===== src/rtl/neu_serial_mac.sv =====
// neu_serial_mac: serial FP32 neuron, h = act(bias + sum x[i]*w[i]), one shared multiply and add per cycle
`timescale 1ns/1ps
module neu_serial_mac #(
    parameter int N_IN  = 3,
    parameter int CNT_W = $clog2(N_IN) + 1
) (
    input  logic                 clk,
    input  logic                 rst_n,
    input  logic                 in_valid,
    output logic                 in_ready,
    input  logic [32*N_IN-1:0]   x_flat,
    input  logic [32*N_IN-1:0]   w_flat,
    input  logic [31:0]          bias,
    input  logic [1:0]           act_mode,
    input  logic                 z_read,
    input  logic                 h_read,
    output logic                 out_valid,
    input  logic                 out_ready,
    output logic [31:0]          out,
    output logic [31:0]          z_backout,
    output logic [31:0]          h_backout
);

    localparam logic [31:0] QNAN   = 32'h7FC00000;
    localparam logic [31:0] ONE    = 32'h3F800000;
    localparam logic [31:0] EIGHTH = 32'h3E000000;

    typedef enum logic [1:0] {IDLE, MAC, ACT, DONE} state_t;

    state_t                  state_q, state_d;
    logic [N_IN-1:0][31:0]   x_q, x_d, w_q, w_d;
    logic [1:0]              mode_q, mode_d;
    logic [31:0]             acc_q, acc_d;
    logic [CNT_W-1:0]        cnt_q, cnt_d;
    logic [31:0]             out_q, out_d, zb_q, zb_d, hb_q, hb_d;
    logic [31:0]             xs, ws, prod, sum, h, deriv, relu, leaky;
    logic                    z_nan, z_pos;

    // Round-to-nearest-even on a 24-bit mantissa with hidden bit; a wrapped mantissa means carry-out.
    // Overflow saturates to inf, anything below the normal range flushes to signed zero.
    function automatic logic [31:0] fp_round(input logic s, input logic signed [9:0] e,
                                             input logic [23:0] m, input logic g, input logic st);
        logic [23:0]        r;
        logic signed [9:0]  er;
        r  = m + {23'd0, g & (st | m[0])};
        er = e + (r[23] ? 10'sd0 : 10'sd1);
        if (er >= 10'sd255) return {s, 8'hFF, 23'd0};
        if (er <= 10'sd0) return {s, 31'd0};
        return {s, er[7:0], r[22:0]};
    endfunction

    function automatic logic [31:0] fp_mul(input logic [31:0] a, input logic [31:0] b);
        logic               s, an, bn, ai, bi, az, bz;
        logic [47:0]        p;
        logic signed [9:0]  e;
        s  = a[31] ^ b[31];
        an = (&a[30:23]) & (|a[22:0]);
        bn = (&b[30:23]) & (|b[22:0]);
        ai = (&a[30:23]) & ~(|a[22:0]);
        bi = (&b[30:23]) & ~(|b[22:0]);
        az = a[30:23] == 8'd0;
        bz = b[30:23] == 8'd0;
        if (an | bn | (ai & bz) | (bi & az)) return QNAN;
        if (ai | bi) return {s, 8'hFF, 23'd0};
        if (az | bz) return {s, 31'd0};
        p = {24'd0, 1'b1, a[22:0]} * {24'd0, 1'b1, b[22:0]};
        e = $signed({2'b0, a[30:23]}) + $signed({2'b0, b[30:23]}) - 10'sd127 + (p[47] ? 10'sd1 : 10'sd0);
        return p[47] ? fp_round(s, e, p[47:24], p[23], |p[22:0])
                     : fp_round(s, e, p[46:23], p[22], |p[21:0]);
    endfunction

    function automatic logic [31:0] fp_add(input logic [31:0] a, input logic [31:0] b);
        logic               an, bn, ai, bi, az, bz, sw, sg;
        logic [30:0]        big, sml;
        logic [7:0]         d;
        logic [4:0]         dc, lz;
        logic [26:0]        ma, mb, bs, df, mm;
        logic [53:0]        t;
        logic [27:0]        s28;
        logic signed [9:0]  e;
        an = (&a[30:23]) & (|a[22:0]);
        bn = (&b[30:23]) & (|b[22:0]);
        ai = (&a[30:23]) & ~(|a[22:0]);
        bi = (&b[30:23]) & ~(|b[22:0]);
        az = a[30:23] == 8'd0;
        bz = b[30:23] == 8'd0;
        if (an | bn | (ai & bi & (a[31] ^ b[31]))) return QNAN;
        if (ai) return a;
        if (bi) return b;
        if (az & bz) return {a[31] & b[31], 31'd0};
        if (az) return b;
        if (bz) return a;
        sw  = b[30:0] > a[30:0];
        big = sw ? b[30:0] : a[30:0];
        sml = sw ? a[30:0] : b[30:0];
        sg  = sw ? b[31] : a[31];
        d   = big[30:23] - sml[30:23];
        dc  = (d > 8'd27) ? 5'd27 : d[4:0];
        ma  = {1'b1, big[22:0], 3'b000};
        mb  = {1'b1, sml[22:0], 3'b000};
        t   = {mb, 27'd0} >> dc;
        bs  = t[53:27] | {26'd0, |t[26:0]};
        e   = $signed({2'b0, big[30:23]});
        if (a[31] == b[31]) begin
            s28 = {1'b0, ma} + {1'b0, bs};
            mm  = s28[27] ? (s28[27:1] | {26'd0, s28[0]}) : s28[26:0];
            e   = e + (s28[27] ? 10'sd1 : 10'sd0);
        end else begin
            df = ma - bs;
            if (df == 27'd0) return 32'd0;
            lz = 5'd0;
            for (int i = 0; i < 27; i++) if (df[i]) lz = 5'(26 - i);
            mm = df << lz;
            e  = e - $signed({5'd0, lz});
        end
        return fp_round(sg, e, mm[26:3], mm[2], |mm[1:0]);
    endfunction

    // Select the operand pair for the current term.
    always_comb begin
        xs = 32'd0;
        ws = 32'd0;
        for (int i = 0; i < N_IN; i++) begin
            if (cnt_q == CNT_W'(i)) begin
                xs = x_q[i];
                ws = w_q[i];
            end
        end
    end

    assign prod = fp_mul(xs, ws);
    assign sum  = fp_add(acc_q, prod);

    // Activation and its derivative, evaluated on the finished accumulator.
    always_comb begin
        z_nan = (&acc_q[30:23]) & (|acc_q[22:0]);
        z_pos = ~acc_q[31] & (|acc_q[30:0]);
        relu  = acc_q[31] ? 32'd0 : acc_q;
        leaky = (z_nan | ~acc_q[31]) ? acc_q :
                (acc_q[30:23] <= 8'd3) ? {1'b1, 31'd0} : {1'b1, acc_q[30:23] - 8'd3, acc_q[22:0]};
        h     = (mode_q == 2'd1) ? relu : (mode_q == 2'd2) ? leaky : acc_q;
        deriv = (z_pos | (mode_q == 2'd0) | (mode_q == 2'd3)) ? ONE : (mode_q == 2'd1) ? 32'd0 : EIGHTH;
    end

    // Next-state and datapath updates for IDLE -> MAC -> ACT -> DONE.
    always_comb begin
        state_d = state_q;
        x_d     = x_q;
        w_d     = w_q;
        mode_d  = mode_q;
        acc_d   = acc_q;
        cnt_d   = cnt_q;
        out_d   = out_q;
        zb_d    = zb_q;
        hb_d    = hb_q;
        case (state_q)
            IDLE: begin
                if (in_valid) begin
                    x_d     = x_flat;
                    w_d     = w_flat;
                    mode_d  = act_mode;
                    acc_d   = bias;
                    cnt_d   = '0;
                    state_d = MAC;
                end
            end
            MAC: begin
                acc_d   = sum;
                cnt_d   = cnt_q + CNT_W'(1);
                state_d = (cnt_q == CNT_W'(N_IN - 1)) ? ACT : MAC;
            end
            ACT: begin
                out_d   = h;
                zb_d    = z_read ? acc_q : zb_q;
                hb_d    = h_read ? deriv : hb_q;
                state_d = DONE;
            end
            DONE: state_d = out_ready ? IDLE : DONE;
            default: state_d = IDLE;
        endcase
    end

    // State and datapath registers; reset aborts any operation in flight.
    always_ff @(posedge clk or negedge rst_n) begin
        if (!rst_n) begin
            state_q <= IDLE;
            x_q     <= '0;
            w_q     <= '0;
            mode_q  <= 2'd0;
            acc_q   <= 32'd0;
            cnt_q   <= '0;
            out_q   <= 32'd0;
            zb_q    <= 32'd0;
            hb_q    <= 32'd0;
        end else begin
            state_q <= state_d;
            x_q     <= x_d;
            w_q     <= w_d;
            mode_q  <= mode_d;
            acc_q   <= acc_d;
            cnt_q   <= cnt_d;
            out_q   <= out_d;
            zb_q    <= zb_d;
            hb_q    <= hb_d;
        end
    end

    assign in_ready  = state_q == IDLE;
    assign out_valid = state_q == DONE;
    assign out       = out_q;
    assign z_backout = zb_q;
    assign h_backout = hb_q;

endmodule


===== config.mk =====
export PLATFORM = sky130hd
export DESIGN_NAME = neu_serial_mac
export DESIGN_NICKNAME = d
export VERILOG_FILES = /design/src/rtl/neu_serial_mac.sv
export SDC_FILE = /design/constraint.sdc
export NUM_CORES = 2
export LEC_CHECK = 0
export ABC_CLOCK_PERIOD_IN_PS = 43800
export CORE_ASPECT_RATIO = 0.6
export CORE_MARGIN = 3
export CORE_UTILIZATION = 26
export DETAILED_ROUTE_END_ITERATION = 10
export GPL_ROUTABILITY_DRIVEN = 0
export PLACE_DENSITY = 0.49
export SLEW_MARGIN = 20
export SYNTH_ARGS = -nofsm -noshare
export SYNTH_HDL_FRONTEND = slang
export SYNTH_SLANG_ARGS = --single-unit

===== constraint.sdc =====
create_clock -name clk -period 43.8 [get_ports clk]
set_clock_uncertainty 0.05 [all_clocks]
set_input_delay 6.57 -clock clk [delete_from_list [all_inputs] [get_ports clk]]
set_output_delay 6.57 -clock clk [all_outputs]
set_load 0.02 [all_outputs]

==> flow_metrics.tcl <==
set metrics [dict create \
    final-hold-violation-count 0 \
    die_y_um 339 \
    cts_resized 0 \
    crit_slowest_cell "a21boi_1" \
    cts-root-buf "clkbuf_16" \
    multi_input_area_um2 36700 \
    firstDrtPassIters 7 \
    ys_types 130 \
    worst_path_most_repeated_cell "inv_1" \
    core_area_um2 183000 \
    tightest_slew_ns 1.22 \
    syn_to_final_growth_pct 14.5 \
    finalSetupViolCount 0 \
    clock_latency_ns 0.58 \
    port_buffers 304 \
    start_util_pct 26.4 \
    fill_cells 19700 \
    relSlewSlack_pct 17.4 \
    ant_nets 0 \
    grt_max_degree 198 \
    critPathTopFamily "compound AO/OA/AOI/OAI gates" \
    hold_buffers 0 \
    fp.dieArea_um2 191000 \
    grt_pass1_wl_um 329000 \
    num_rows 121 \
    clk_pin_slew_worst_paths_ns 0.07 \
    slew_violations 0 \
    period_needed_ns 32.65 \
    worstPathRequired_ns 44.20 \
    htreeDepth 2 \
    tritoncts "yes" \
    drive_gt1_share_pct 5.54 \
    grt_pass1_vias 47700 \
    grt_usage_pct 22.8 \
    crit_type "flop to flop" \
    die_x_um 562 \
    cts.sinks 297 \
    cts_setup_buffers 0 \
    cpPeakStageDelay_ns 0.80 \
    syn_area_um2 48200 \
    endpoint_kind "flop" \
    ys_warn_count 0 \
    synth-edff-count 0 \
    wl_per_cell_um 25.1 \
    ys_async_sr_fraction_pct 100 \
    dpl.hpwl_um 183000 \
    via_per_inst 5.52 \
    crit_buf_inv 18 \
    fin_nets 7447 \
    drt_iter0_drc 6934 \
    synthFlopType "dfrtp_1" \
    register_area_um2 7430 \
    clock_path_buffers 3 \
    num_vias 49300 \
    status "finished clean" \
    max_freq_mhz 30.6 \
    cp_max_fo 68 \
    hold_class "flop to flop" \
    finalSetupTns_ns 0 \
    synthCells 6320 \
    finalCritPeriodShare_pct 74.6 \
    io_pins 330 \
    cp.arrival_ns 33.06 \
    grt-ovfl-total 0 \
    synth-seq-area-share_pct 15.4 \
    cts_buffers 37 \
    cap_violations 0 \
    drc_errors 0 \
    antenna_found_initial 2 \
    critPathLaunchType "flop" \
    postSynthAreaPerCell_um2 7.62 \
    synth-seq-cells 297 \
    rsz0062_at_grt "no" \
    drt-total-wl_um 224000 \
]
## metrics by stage
stage	cell area [um^2]	utilization (%)	std cells	setup slack [ns]	hold slack [ns]
floorplan	48300	-	6344	18.22	0.396
global placement	53800	29.4	8853	12.53	0.412
detailed placement	53800	29.5	8856	12.16	0.413
CTS	55100	30.2	8920	12.02	0.428
global route	55100	30.2	8920	9.56	0.438
finish	55100	30.2	8922	11.15	0.425
## worst reg2reg max path, delay by kind of cell, from the launching register on
kind	cells	cell delay, ns
mux	4	1.72
flops	1	0.40
buf+inv	18	3.92
simple gates	30	9.40
fa+ha+maj	15	5.83
xor+xnor	3	1.15
compound gates	28	10.09
## state kept, by name (all words and copies together) (netlist names)
signal,cells
w_q,96
acc_q,32
h_backout,2
mode_q,2
z_backout,32
cnt_q,3
out,32
x_q,96
state_q,2
## cell usage after synthesis, drive strengths merged (46+ instances only)
library cell | count | area [um^2]
a211oi | 64 | 528
inv | 703 | 2640
fa | 485 | 9710
o211ai | 48 | 384
a22oi | 54 | 419
ha | 295 | 3690
nand2 | 1304 | 4900
nand4 | 64 | 407
nor2 | 593 | 2230
dfrtp | 297 | 7430
nor4 | 71 | 472
a21o | 65 | 488
o22ai | 46 | 288
nor3 | 132 | 702
xnor2 | 103 | 902
o21ai | 270 | 1360
a21oi | 300 | 1540
clkbuf | 286 | 1070
mux2i | 64 | 644
buf | 86 | 515
nand3 | 102 | 531
## path summary, 6_finish.rpt
check,from,end,cells past startpoint,slack [ns]
min,w_q[62],w_q[62],2,0.43
max in group asynchronous,rst_n,acc_q[1],2,36.15
max reg2reg,cnt_q[1],acc_q[20],98,11.15
min in group asynchronous,rst_n,w_q[28],1,6.05
min reg2reg,w_q[62],w_q[62],2,0.43
max,cnt_q[1],acc_q[20],98,11.15
## cell families after synthesis
group                    after synthesis  share of synthesized area (%)
AO/OA/AOI/OAI                       1332                           19.3
XOR/XNOR                             145                           2.64
adder cells (fa/ha/maj)              780                           27.8
buffers and inverters               1088                           8.88
flip-flops                           297                           15.4
multiplexers                          95                           2.10
other                                  1                        0.00778
AND/OR/NAND/NOR                     2582                           23.8
## cells in the final DEF (no fill, tap or decap), types with 22 or more instances in the layout
| cell type | netlist | layout |
|---|---|---|
| nand2_1 | 1302 | 1301 |
| inv_1 | 695 | 695 |
| nor2_1 | 592 | 589 |
| fa_1 | 485 | 485 |
| clkdlybuf4s50_1 | 0 | 303 |
| dfrtp_1 | 297 | 297 |
| ha_1 | 295 | 294 |
| a21oi_1 | 294 | 289 |
| o21ai_0 | 250 | 250 |
| nor3_1 | 125 | 122 |
| buf_4 | 35 | 118 |
| xnor2_1 | 103 | 103 |
| nand3_1 | 98 | 98 |
| nor4_1 | 68 | 68 |
| a21o_1 | 65 | 65 |
| nand4_1 | 63 | 63 |
| mux2i_1 | 63 | 62 |
| a211oi_1 | 56 | 55 |
| a22oi_1 | 53 | 53 |
| o22ai_1 | 46 | 46 |
| o211ai_1 | 45 | 45 |
| o21a_1 | 43 | 43 |
| xor2_1 | 42 | 42 |
| a22o_1 | 42 | 42 |
| and2_1 | 42 | 41 |
| and3_1 | 40 | 40 |
| nand2b_1 | 40 | 38 |
| clkbuf_16 | 0 | 38 |
| a221oi_1 | 37 | 36 |
| o31ai_1 | 37 | 36 |
| o21bai_1 | 34 | 34 |
| a31oi_1 | 32 | 32 |
| or3_1 | 31 | 31 |
| or2_2 | 31 | 31 |
| mux2_2 | 27 | 27 |
| nand3b_1 | 26 | 26 |
| conb_1 | 1 | 25 |
| a211o_1 | 22 | 22 |
## layout make-up
cell class | count | area share, %
Antenna cell | 2 | 0.00908
Clock buffer | 53 | 2.01
Clock inverter | 11 | 0.338
Inverter | 716 | 4.88
Multi-Input combinational cell | 4959 | 66.5
Sequential cell | 297 | 13.5
Tap cell | 2460 | 5.58
Timing Repair Buffer | 424 | 7.19
## per-layer routing
layer	track usage, %	wire length, um
met3	9.40	34400
met2	28.9	81700
met1	35.3	104000
met4	3.39	3960
met5	0	13
Power is left out: the tool's default activity adds up to more than one toggle a clock period on the data nets, which glitch-free logic cannot reach.
